## config.mk

```make
export PLATFORM = sky130hd
export DESIGN_NAME = pc_sequencer
export DESIGN_NICKNAME = d
export VERILOG_FILES = /design/src/rtl/pc_sequencer.sv
export SDC_FILE = /design/constraint.sdc
export NUM_CORES = 1
export LEC_CHECK = 0
export CAP_MARGIN = 20
export CELL_PAD_IN_SITES_DETAIL_PLACEMENT = 0
export CELL_PAD_IN_SITES_GLOBAL_PLACEMENT = 1
export CORE_ASPECT_RATIO = 0.8
export CORE_MARGIN = 2
export CORE_UTILIZATION = 35
export DETAILED_ROUTE_END_ITERATION = 10
export PLACE_DENSITY_LB_ADDON = 0.1
export SETUP_SLACK_MARGIN = 0.02
export SYNTH_ARGS = -nofsm -noshare
export SYNTH_HDL_FRONTEND = slang
export SYNTH_SLANG_ARGS = --single-unit
```

## constraint.sdc

```tcl
create_clock -name clk -period 3.6 [get_ports clk]
set_input_delay 0.72 -clock clk [delete_from_list [all_inputs] [get_ports clk]]
set_output_delay 0.72 -clock clk [all_outputs]
set_load 0.01 [all_outputs]
```

## src/rtl/pc_sequencer.sv

```systemverilog
// pc_sequencer: program-counter unit for the fetch stage.
// Holds the PC and advances it by one per cycle. It also handles stall
// freezes, branch redirects, a latched interrupt vector jump, and a
// multi-beat PC restore that assembles a wide return address from a narrow
// bus, MSB beat first. All state changes on the falling edge of clk.
//
// Ports:
//   clk          clock (state updates on the falling edge)
//   Rst          synchronous active-high reset, overrides stall
//   stall        any bit high freezes all state (int_req is still latched)
//   hold         suppresses the increment only
//   branch_en    redirect request, target on branch_addr
//   int_req      interrupt request pulse, latched into int_pending
//   ret_start    begin a restore sequence
//   ret_valid    restore beat present on ret_data
//   ret_data     restore beat, MSB part first
//   pc           current program counter (registered)
//   int_pending  latched interrupt not yet taken
//   int_ack      one-cycle pulse in the cycle pc becomes INT_VECTOR
//   restore_busy high while a restore is in progress
module pc_sequencer #(
    parameter int unsigned          PC_WIDTH     = 32,
    parameter int unsigned          BUS_WIDTH    = 16,
    parameter int unsigned          NUM_STALL    = 2,
    parameter logic [PC_WIDTH-1:0]  RESET_VECTOR = PC_WIDTH'(32),
    parameter logic [PC_WIDTH-1:0]  INT_VECTOR   = PC_WIDTH'(0)
) (
    input  logic                  clk,
    input  logic                  Rst,
    input  logic [NUM_STALL-1:0]  stall,
    input  logic                  hold,
    input  logic                  branch_en,
    input  logic [PC_WIDTH-1:0]   branch_addr,
    input  logic                  int_req,
    input  logic                  ret_start,
    input  logic                  ret_valid,
    input  logic [BUS_WIDTH-1:0]  ret_data,
    output logic [PC_WIDTH-1:0]   pc,
    output logic                  int_pending,
    output logic                  int_ack,
    output logic                  restore_busy
);

    localparam int unsigned     BEATS    = PC_WIDTH / BUS_WIDTH;
    localparam int unsigned     CW       = (BEATS > 1) ? $clog2(BEATS) : 1;
    localparam logic [CW-1:0]   LAST_IDX = CW'(BEATS - 1);

    typedef enum logic {
        IDLE,
        RESTORE
    } state_t;

    state_t                 state, state_next;
    logic [CW-1:0]          idx, idx_next;
    logic [PC_WIDTH-1:0]    pc_next;
    logic                   pending_next;
    logic                   ack_next;

    always_ff @(negedge clk) begin
        if (Rst) begin
            state       <= IDLE;
            idx         <= LAST_IDX;
            pc          <= RESET_VECTOR;
            int_pending <= 1'b0;
            int_ack     <= 1'b0;
        end else begin
            state       <= state_next;
            idx         <= idx_next;
            pc          <= pc_next;
            int_pending <= pending_next;
            int_ack     <= ack_next;
        end
    end

    always_comb begin
        state_next   = state;
        idx_next     = idx;
        pc_next      = pc;
        // Requests are latched unless an interrupt entry consumes them below;
        // this also covers the stalled case.
        pending_next = int_pending | int_req;
        ack_next     = 1'b0;

        if (stall == '0) begin
            case (state)
                IDLE: begin
                    if (int_pending || int_req) begin
                        pc_next      = INT_VECTOR;
                        ack_next     = 1'b1;
                        pending_next = 1'b0;
                    end else if (ret_start) begin
                        state_next = RESTORE;
                        idx_next   = LAST_IDX;
                    end else if (branch_en) begin
                        pc_next = branch_addr;
                    end else if (!hold) begin
                        pc_next = pc + PC_WIDTH'(1);
                    end
                end
                RESTORE: begin
                    if (ret_valid) begin
                        // Only the slice selected by idx is replaced, so
                        // partially restored values are visible on pc.
                        for (int unsigned b = 0; b < BEATS; b++) begin
                            if (idx == CW'(b)) begin
                                pc_next[b*BUS_WIDTH +: BUS_WIDTH] = ret_data;
                            end
                        end
                        if (idx == '0) begin
                            state_next = IDLE;
                            idx_next   = LAST_IDX;
                        end else begin
                            idx_next = idx - CW'(1);
                        end
                    end
                end
                default: begin
                    state_next = IDLE;
                    idx_next   = LAST_IDX;
                end
            endcase
        end
    end

    assign restore_busy = (state == RESTORE);

endmodule

```

==> impl_metrics.py <==
metrics = {
    "synthesis": {
        "netlist_area_um2": 2680,
        "synth.top_cell.area_share_pct": 26.9,
        "syn_inst": 352,
        "synth_edf_count": 0,
        "syn_avg_cell_area_um2": 7.62,
        "syn_nets": 410,
        "ys_top_cells_by_area": "dfxtp_1 27%, o21ai_0 6.0%, nand2_1 5.9%",
        "post-synth-top-area-cell": "dfxtp_1",
        "ys_types": 54,
        "synth-seq-cells": 36,
        "yosysSeqAreaShare_pct": 26.9,
        "ys_warn_count": 0,
        "async_reset_ff_share_pct": 0,
        "synth_ff_type": "dfxtp_1",
    },
    "setup_path": {
        "timing.rr.start": "pc[9]",
        "crit_chain": "buf_2 > nor3_4 > o21ai_4 > and2_4 > buf_6 > a311o_1 > a311oi_1",
        "crit_family": "compound AO/OA/AOI/OAI gates",
        "reg2reg_slack_ns": 1.44,
        "critical_path_depth": 7,
        "startpoint_type": "primary input",
        "reg2reg_to": "pc[29]",
        "crit_path_start": "int_req",
        "cp_slowest_cell": "a311o_1",
        "r2r_cells": 6,
        "cp_slowest_stage_delay_ns": 0.25,
        "required_ns": 2.06,
        "cp-end-kind": "flop",
        "critPathMaxFanout": 5,
        "path_class": "primary input to flop",
        "critPathArrivalTime_ns": 2.00,
        "crit_end": "pc[30]",
        "path_buf_inv": 2,
    },
    "route": {
        "wl_met1_um": 4840,
        "wl_per_cell_um": 16.3,
        "drt_iter0_drc": 243,
        "met3_length_um": 715,
        "vias": 3409,
        "vias_per_cell": 5.37,
        "wl_um": 10300,
        "wl_met2_um": 4700,
        "drc": 0,
        "highest-signal-layer": "met4",
        "firstDrtPassIters": 5,
        "antenna_left": 0,
    },
    "layout": {
        "drive_above_1_share_pct": 20.0,
        "stdcell_count": 635,
        "layout_commonest_cell": "buf_4",
        "final_util_pct": 59.6,
        "areaGrowthSynthToFinish_pct": 65.0,
        "fillers": 755,
        "design_area_um2": 4430,
        "layout_common_cells": "61 x buf_4, 49 x clkdlybuf4s50_1, 41 x nand2_1",
        "antenna_cells": 0,
        "nNetsFinal": 588,
    },
    "place": {
        "place_area_um2": 4200,
        "numPortBuffers": 91,
        "dp_hpwl_um": 7660,
        "post-place-ws_ns": -0.710,
        "placed_cells": 593,
        "place.gp.congestion": 0.891,
    },
    "cts": {
        "cts_num_sinks": 36,
        "htreeDepth": 2,
        "cts_tree": "yes",
        "ctsRootBufferMaster": "clkbuf_8",
        "clkTransAtPathRegs_ns": 0.04,
        "cts_buffers": 5,
        "cts_hold_buf": 0,
        "insertion_delay_ns": 0.37,
        "cts_setup_buffers": 0,
        "ctsLongestPathBuffers": 2,
    },
    "floorplan": {
        "initial_utilization_pct": 36.1,
        "ios": 92,
        "die_h_um": 82.3,
        "dieArea_um2": 8390,
        "die_w_um": 102,
        "core_um2": 7430,
        "rows": 28,
    },
    "power_and_ir_drop": {
        "fin_total_pwr_mw": 1.22,
        "p_leak_nw": 1.98,
        "ir_drop_mv": 0.157,
        "powerDensity_nw_per_um2": 276,
    },
    "sta": {
        "fin_ws_ns": 0.0663,
        "finalSetupTns_ns": 0,
        "hold_viol": 0,
        "max_slew_margin_pct": 61.9,
        "hold_ws_ns": 0.527,
        "final_max_slew_viol_count": 0,
        "setup_viol": 0,
        "fin_skew_ns": 0.0167,
        "rsz0062_at_grt": "no",
        "tightest_slew_ns": 0.567,
    },
    "grt": {
        "grt_pass1_wl_um": 16200,
        "grt_pass1_vias": 3380,
        "overflow": 0,
        "grt_start_max_net_pins": 38,
        "grt_use_total_pct": 25.0,
        "antenna_found_initial": 0,
    },
    "outcome": {
        "status": "finished clean",
    },
    "run": {
        "cap_viol_max_count": 0,
    },
    "hold_path": {
        "worstHoldPathType": "flop to flop",
        "min-delay-start": "pc[19]",
    },
}
-- logic make-up (layout without fill, tap and decap cells) --
kind of cell    count (synthesis)  in the layout  synth area share (%)
compound gates                103            103                  25.7
xor+xnor                       17             17                  5.55
fa+ha+maj                       1              1                 0.466
buf+inv                        28            206                  4.57
flops                          36             36                  26.9
mux                            14             14                  5.22
simple gates                  153            153                  31.6
-- power by group --
| part | switching, mW | internal (mW) | total [mW] |
|---|---|---|---|
| clock | 0.267 | 0.182 | 0.448 |
| combinational | 0.164 | 0.182 | 0.345 |
| sequential | 0.00981 | 0.420 | 0.430 |
-- worst min path at each step --
stage,end,slack (ns),depth (start not counted)
after detailed placement,pc[19],0.51,2
after global placement,pc[19],0.52,2
after floorplan,pc[19],0.52,2
final,pc[19],0.53,2
after global routing,pc[19],0.56,2
after CTS,pc[19],0.53,2
-- state kept, by name, indices dropped and copies added, names as in the netlist --
| name | count |
|---|---|
| int_ack | 1 |
| pc | 32 |
| idx | 1 |
| restore_busy | 1 |
| int_pending | 1 |
-- per-layer routing --
| layer | up-vias | global-route usage (%) |
|---|---|---|
| met3 | 10 | 6.14 |
| met5 | - | 0 |
| met1 | 1604 | 33.2 |
| li1 | 1677 | - |
| met2 | 118 | 39.6 |
| met4 | 0 | 8.80 |
-- Yosys cell counts (6+ instances only) --
master	n
xor2_1	7
mux2i_1	14
a21oi_1	18
nand3_1	11
nor2_1	35
and3_1	6
xnor2_1	10
nand4_1	7
o21ai_0	32
nand2_1	42
clkbuf_1	17
dfxtp_1	36
nor3_1	15
and2_1	6
a311oi_1	14
o21a_1	8
-- worst register-to-register path, stage by stage, from the launching register on --
cell and delay, ns:
dfxtp_1 0.34, buf_4 0.16, nand4_4 0.16, nor4_4 0.49, and2_0 0.40, a21oi_1 0.18
a2111oi_4 0.33
-- area by class of cell --
| class | count | area [um2] | area share (%) |
|---|---|---|---|
| flip-flops and latches | 36 | 721 | 16.3 |
| multi-input cells | 288 | 1930 | 43.6 |
| repair buffers | 160 | 1420 | 32.0 |
| clock buffers | 5 | 68.8 | 1.55 |
| well taps | 105 | 131 | 2.97 |
| inverters | 3 | 11.3 | 0.254 |
| clock inverters | 38 | 145 | 3.28 |
-- what timing repair did --
| item | 4_1_cts | 5_1_grt |
|---|---|---|
| setup endpoints to repair | 67 | 22 |
| endpoints found under the hold margin | 0 | 0 |
| gates resized for setup | 60 | 19 |
| cloned | 0 | 0 |
| pin swaps | 4 | 8 |
Note: power is estimated with default switching activity, not from simulation.
